## src/rtl/wb_commit_arb.sv

```systemverilog
// Writeback/commit stage: round-robin arbitrates NUM_CH completion channels onto the
// register-file write port, sequences precise traps (mcause then mepc) and counts retirements.
module wb_commit_arb #(
    parameter int NUM_CH    = 3,
    parameter int DATA_W    = 32,
    parameter int RF_ADDR_W = 5,
    parameter int CAUSE_W   = 5,
    parameter int CNT_W     = 64
) (
    input  logic                        clk_i,
    input  logic                        rst_ni,
    input  logic [NUM_CH-1:0]           ch_valid_i,
    output logic [NUM_CH-1:0]           ch_ready_o,
    input  logic [NUM_CH-1:0]           ch_rd_we_i,
    input  logic [NUM_CH*RF_ADDR_W-1:0] ch_rd_addr_i,
    input  logic [NUM_CH*DATA_W-1:0]    ch_rd_data_i,
    input  logic [NUM_CH-1:0]           ch_exc_i,
    input  logic [NUM_CH*CAUSE_W-1:0]   ch_cause_i,
    input  logic [NUM_CH*DATA_W-1:0]    ch_pc_i,
    output logic                        rf_we_o,
    output logic [RF_ADDR_W-1:0]        rf_waddr_o,
    output logic [DATA_W-1:0]           rf_wdata_o,
    output logic                        csr_we_o,
    output logic [11:0]                 csr_addr_o,
    output logic [DATA_W-1:0]           csr_wdata_o,
    output logic                        flush_o,
    output logic                        trap_o,
    output logic [CNT_W-1:0]            retire_cnt_o
);

    localparam int IDX_W = (NUM_CH > 1) ? $clog2(NUM_CH) : 1;

    localparam logic [1:0] ST_IDLE       = 2'd0;
    localparam logic [1:0] ST_TRAP_CAUSE = 2'd1;
    localparam logic [1:0] ST_TRAP_EPC   = 2'd2;

    localparam logic [11:0] CSR_MCAUSE = 12'h342;
    localparam logic [11:0] CSR_MEPC   = 12'h341;

    logic [1:0]           state_q;
    logic [IDX_W-1:0]     rr_q;
    logic [IDX_W-1:0]     grant;
    logic [IDX_W-1:0]     rr_nxt;
    logic                 any_valid;
    logic                 accept;
    logic [DATA_W-1:0]    epc_p1;

    logic                 g_we;
    logic                 g_exc;
    logic [RF_ADDR_W-1:0] g_addr;
    logic [DATA_W-1:0]    g_data;
    logic [CAUSE_W-1:0]   g_cause;
    logic [DATA_W-1:0]    g_pc;

    // Rotating priority search: the first valid channel at or after rr_q wins.
    always_comb begin
        int idx;
        grant     = rr_q;
        any_valid = 1'b0;
        idx       = 0;
        for (int k = 0; k < NUM_CH; k++) begin
            idx = int'(rr_q) + k;
            if (idx >= NUM_CH) idx = idx - NUM_CH;
            if (!any_valid && ch_valid_i[idx]) begin
                any_valid = 1'b1;
                grant     = IDX_W'(idx);
            end
        end
    end

    assign rr_nxt = (int'(grant) == NUM_CH - 1) ? '0 : grant + IDX_W'(1);
    assign accept = (state_q == ST_IDLE) && any_valid;

    always_comb begin
        ch_ready_o = '0;
        if (accept) ch_ready_o[grant] = 1'b1;
    end

    assign g_we    = ch_rd_we_i[grant];
    assign g_exc   = ch_exc_i[grant];
    assign g_addr  = ch_rd_addr_i[int'(grant)*RF_ADDR_W +: RF_ADDR_W];
    assign g_data  = ch_rd_data_i[int'(grant)*DATA_W +: DATA_W];
    assign g_cause = ch_cause_i[int'(grant)*CAUSE_W +: CAUSE_W];
    assign g_pc    = ch_pc_i[int'(grant)*DATA_W +: DATA_W];

    // Commit stage: accepted beat becomes visible on the outputs one cycle later
    always_ff @(posedge clk_i or negedge rst_ni) begin
        if (!rst_ni) begin
            state_q      <= ST_IDLE;
            rr_q         <= '0;
            epc_p1       <= '0;
            rf_we_o      <= 1'b0;
            rf_waddr_o   <= '0;
            rf_wdata_o   <= '0;
            csr_we_o     <= 1'b0;
            csr_addr_o   <= '0;
            csr_wdata_o  <= '0;
            flush_o      <= 1'b0;
            trap_o       <= 1'b0;
            retire_cnt_o <= '0;
        end else begin
            rf_we_o     <= 1'b0;
            csr_we_o    <= 1'b0;
            csr_addr_o  <= '0;
            csr_wdata_o <= '0;
            flush_o     <= 1'b0;
            trap_o      <= 1'b0;
            case (state_q)
                ST_IDLE: begin
                    if (accept) begin
                        rr_q <= rr_nxt;
                        if (g_exc) begin
                            state_q     <= ST_TRAP_CAUSE;
                            epc_p1      <= g_pc;
                            csr_we_o    <= 1'b1;
                            csr_addr_o  <= CSR_MCAUSE;
                            csr_wdata_o <= DATA_W'(g_cause);
                            flush_o     <= 1'b1;
                        end else begin
                            rf_we_o      <= g_we && (g_addr != '0);
                            rf_waddr_o   <= g_addr;
                            rf_wdata_o   <= g_data;
                            retire_cnt_o <= retire_cnt_o + CNT_W'(1);
                        end
                    end
                end
                ST_TRAP_CAUSE: begin
                    state_q     <= ST_TRAP_EPC;
                    csr_we_o    <= 1'b1;
                    csr_addr_o  <= CSR_MEPC;
                    csr_wdata_o <= epc_p1;
                    flush_o     <= 1'b1;
                    trap_o      <= 1'b1;
                end
                ST_TRAP_EPC: state_q <= ST_IDLE;
                default:     state_q <= ST_IDLE;
            endcase
        end
    end

endmodule

```

## config.mk

```make
export PLATFORM = sky130hd
export DESIGN_NAME = wb_commit_arb
export DESIGN_NICKNAME = d
export VERILOG_FILES = /design/src/rtl/wb_commit_arb.sv
export SDC_FILE = /design/constraint.sdc
export NUM_CORES = 1
export LEC_CHECK = 0
export CORE_ASPECT_RATIO = 0.75
export CORE_UTILIZATION = 39
export CTS_CLUSTER_SIZE = 25
export DETAILED_ROUTE_END_ITERATION = 8
export PLACE_DENSITY = 0.79
export SLEW_MARGIN = 20
export SYNTH_ARGS = -nofsm -noshare
export SYNTH_HDL_FRONTEND = slang
export SYNTH_SLANG_ARGS = --single-unit
```

## constraint.sdc

```tcl
create_clock -name clk_i -period 3.12 [get_ports clk_i]
set_input_delay 0.312 -clock clk_i [delete_from_list [all_inputs] [get_ports clk_i]]
set_output_delay 0.312 -clock clk_i [all_outputs]
set_load 0.05 [all_outputs]
```

==> out/results.tsv <==
stage	metric	value	unit
run_status	status	finished, violations left	
run_status	failing checks	setup timing	
timing	final worst-path cycle share	100.7	%
placement	placed insts	1521	
logic_synthesis	Synth warnings	0	
placement	HPWL after detailed placement	22950	um
timing	RSZ-0062 raised after global routing	true	
setup_path	RR Startpoint	rr_q[0]$_DFFE_PN0P_	
grt	grt ovf	0	
logic_synthesis	post-synthesis async set-or-reset flop share	100.0	%
logic_synthesis	most common flop cell mapped by yosys	dfrtp_1	
final_layout	commonest cells after routing, fill and taps aside	clkdlybuf4s50_1, dfrtp_1, o21ai_0	
logic_synthesis	Synth cell types	49	
final_layout	area occupied by multi-input gates	0.004454	mm2
final_layout	Final #Nets	1510	
timing	Slew HR	57.13	%
placement	Placement Setup Slack	-0.2341	ns
floorplanning	# rows	46	
grt	number of global-route vias before repair	8571	
final_layout	Fillers	1661	
logic_synthesis	Post-synth EDFFs	0	
setup_path	internal reg-to-reg setup slack	-0.02	ns
clocking	htree depth	4	
setup_path	crit end category	register	
floorplanning	DIE AREA	0.02298	mm2
timing	Fmax	318.2	MHz
floorplanning	Initial Utilization	40.53	%
power	P_int	8.679	mW
floorplanning	DIE HEIGHT	131.5	um
clocking	CTS tree	done	
placement	dpl cell area	0.01316	mm2
clocking	total CTS buffers	17	
floorplanning	die span in x	174.7	um
grt	first-pass GRT wire length	48550	um
floorplanning	I/O pins	385	
power	power share of the sequential group	19.8	%
final_layout	register area	0.004329	mm2
final_layout	most common cell after layout, fill and taps aside	clkdlybuf4s50_1	
final_layout	Layout Cells excl Fill	1573	
power	switching pwr	8.279	mW
clocking	Clk pin slew, worst setup/hold paths	0.07	ns
setup_path	WS Path Type	reg2reg	
grt	initial antenna violation count	0	
flow_run	MaxCap Viol Count	0	
grt	pin count of the biggest net entering global routing	61	
timing	Final TNS setup	-0.08733	ns
grt	GRT Total Usage	27.02	%
logic_synthesis	number of synthesized register bits	173	
power	pwr dens	1173	mW/mm2
setup_path	reg2reg end	retire_cnt_o[7]$_DFFE_PN0P_	
power	Comb power frac	68.0	%
timing	Worst Tran Pin Value	0.6402	ns
routing	Post-route DRC	0	
routing	vias per cell	5.568	
logic_synthesis	Seq/Total Area, Yosys	49.62	%
logic_synthesis	syn avg cell area	9.960	um2
timing	min Tclk post-route	3.143	ns
timing	Clock Skew	0.01445	ns
setup_path	Setup crit start kind	register	
routing	number of nets still failing antenna checks after routing	0	
power	Power Total	16.96	mW
setup_path	R2R depth	11	
placement	GP Congestion	0.8895	
timing	Hold Fails Final Rpt	0	
logic_synthesis	netlist area before placement	0.008725	mm2
routing	final WL	32390	um
timing	Slew Viols, Final	0	
setup_path	maximum fanout along the worst path	8	
power	Leakage	5.980	nW
min_path	Hold Path Class	in2async	
power	fraction of power consumed by the clock network	12.2	%
clocking	Worst-Skew Late Latency	0.42	ns
routing	Initial DRC Count	696	
clocking	Clk Tree Root Cell	clkbuf_16	
setup_path	Crit path required time	3.45	ns
routing	Pre-antenna DRT Iters	7	
final_layout	Area Overhead vs Synth	65.70	%
placement	port bufs	377	
final_layout	Design Area, Final	0.01446	mm2
clocking	clock buffer depth	2	
timing	Final WS setup	-0.02256	ns
power	VDD IR max	0.6376	mV
routing	Vias	8758	
logic_synthesis	Syn Inst Count	876	
floorplanning	Core Area	0.02153	mm2
power	Sw Share	48.82	%
routing	WL/cell	20.59	um
final_layout	Ant. Diodes	0	
clocking	clock sink count	173	
timing	Final Setup Violations	4	
setup_path	WP data arrival	3.47	ns
final_layout	share of cells above drive strength 1	14.71	%
==> metal layers <==
| metal | GRT usage, % | wire [um] |
|---|---|---|
| met2 | 44.38 | 15970 |
| met3 | 4.485 | 1631 |
| met1 | 36.33 | 14060 |
| met4 | 8.357 | 729 |
| met5 | 0 | 0 |
==> kinds of logic after synthesis <==
group | Yosys count | share of synthesized area (%)
compound gates | 277 | 21.86
xor+xnor | 63 | 6.324
fa+ha+maj | 5 | 0.7171
buf+inv | 103 | 5.220
flops | 173 | 49.62
mux | 8 | 1.205
other cells | 1 | 0.04298
simple gates | 246 | 15.02
==> cell usage after synthesis (2+ instances only) <==
master    number  share of area [%]
or3_1          2               0.14
and4_1         5               0.50
mux2_2         2               0.26
nand2b_1       5               0.36
nor2b_1        3               0.22
a211o_1        2               0.20
a21o_1         2               0.17
nand3_1       23                1.3
mux2_4         2               0.34
inv_1         16               0.69
nor3_1        31                1.8
nor4_2        10                1.4
buf_2         10               0.57
clkbuf_1      54                2.3
and3_1         8               0.57
o22ai_1        3               0.22
buf_4         13                1.1
nor4_1        11               0.79
xnor2_1       18                1.8
nand2_1       76                3.3
o21ai_0      111                6.4
nand4_1       14                1.0
a31oi_1       74                5.3
mux2i_1        3               0.34
nor2_1        22               0.95
xor2_1        45                4.5
and2_1        30                2.2
buf_1          8               0.34
ha_1           5               0.72
dfrtp_1      173                 50
a32o_1        73                8.4
a21oi_1        5               0.29
==> power groups by stage <==
stage          sequential, mW  clock [mW]  combinational [mW]
2_1_floorplan            4.77           0                4.95
3_3_place_gp             3.36           0                10.1
3_5_place_dp             3.39           0                10.2
4_1_cts                  3.36        2.10                10.7
5_1_grt                  3.44        2.19                12.2
6_report                 3.36        2.07                11.5
==> how the worst max path moves through the flow <==
stage / start / to / slack [ns]
final: rr_q[0]$_DFFE_PN0P_ / retire_cnt_o[7]$_DFFE_PN0P_ / -0.02
after CTS: rr_q[0]$_DFFE_PN0P_ / retire_cnt_o[15]$_DFFE_PN0P_ / -0.002
after floorplan: rr_q[0]$_DFFE_PN0P_ / ch_ready_o[0] / -0.06
after global routing: rr_q[0]$_DFFE_PN0P_ / ch_ready_o[2] / -0.11
after global placement: ch_valid_i[0] / retire_cnt_o[31]$_DFFE_PN0P_ / -0.15
after detailed placement: ch_valid_i[0] / retire_cnt_o[31]$_DFFE_PN0P_ / -0.23
==> flip-flops by register name, summed over array words and instances, names as in the netlist <==
register and cells:
rf_waddr_o 5, rr_q 2, csr_wdata_o 32, rf_wdata_o 32, rf_we_o 1, state_q 2, epc_p1 32, csr_addr_o 3
retire_cnt_o 64
==> worst max-delay path: stages, from the launching register on <==
cell and delay [ns]:
dfrtp_1 0.38, inv_2 0.08, ha_4 0.16, mux2_4 0.32
mux2_4 0.28, o311ai_4 0.25, and2_4 0.20, mux2_4 0.34
a211o_4 0.44, buf_4 0.20, nor3_4 0.20, xor2_1 0.19
==> timing repair <==
action / in CTS / in global routing
cloned: 3 / 3
endpoints found under the setup margin: 114 / 121
hold endpoints to repair: 57 / 0
hold buffers: 1 / 0
buffers inserted: 8 / 5
pin swaps: 8 / 23
gates resized for setup: 22 / 64
==> cell type report <==
type	instances	share of cell area, %
Sequential cell	173	29.95
Clock inverter	13	0.8915
Timing Repair Buffer	456	32.35
Inverter	17	0.4414
Clock buffer	19	3.064
Tap cell	288	2.493
Multi-Input combinational cell	607	30.81
==> metrics by stage <==
step           hold WS (ns)  util, %
5_1_grt              0.4796    67.16
4_1_cts              0.4572    65.01
3_5_place_dp         0.3310    61.15
3_3_place_gp         0.3279    61.15
2_1_floorplan       0.01641        -
6_report             0.4438    67.16
Power figures use the tool's default switching activity.
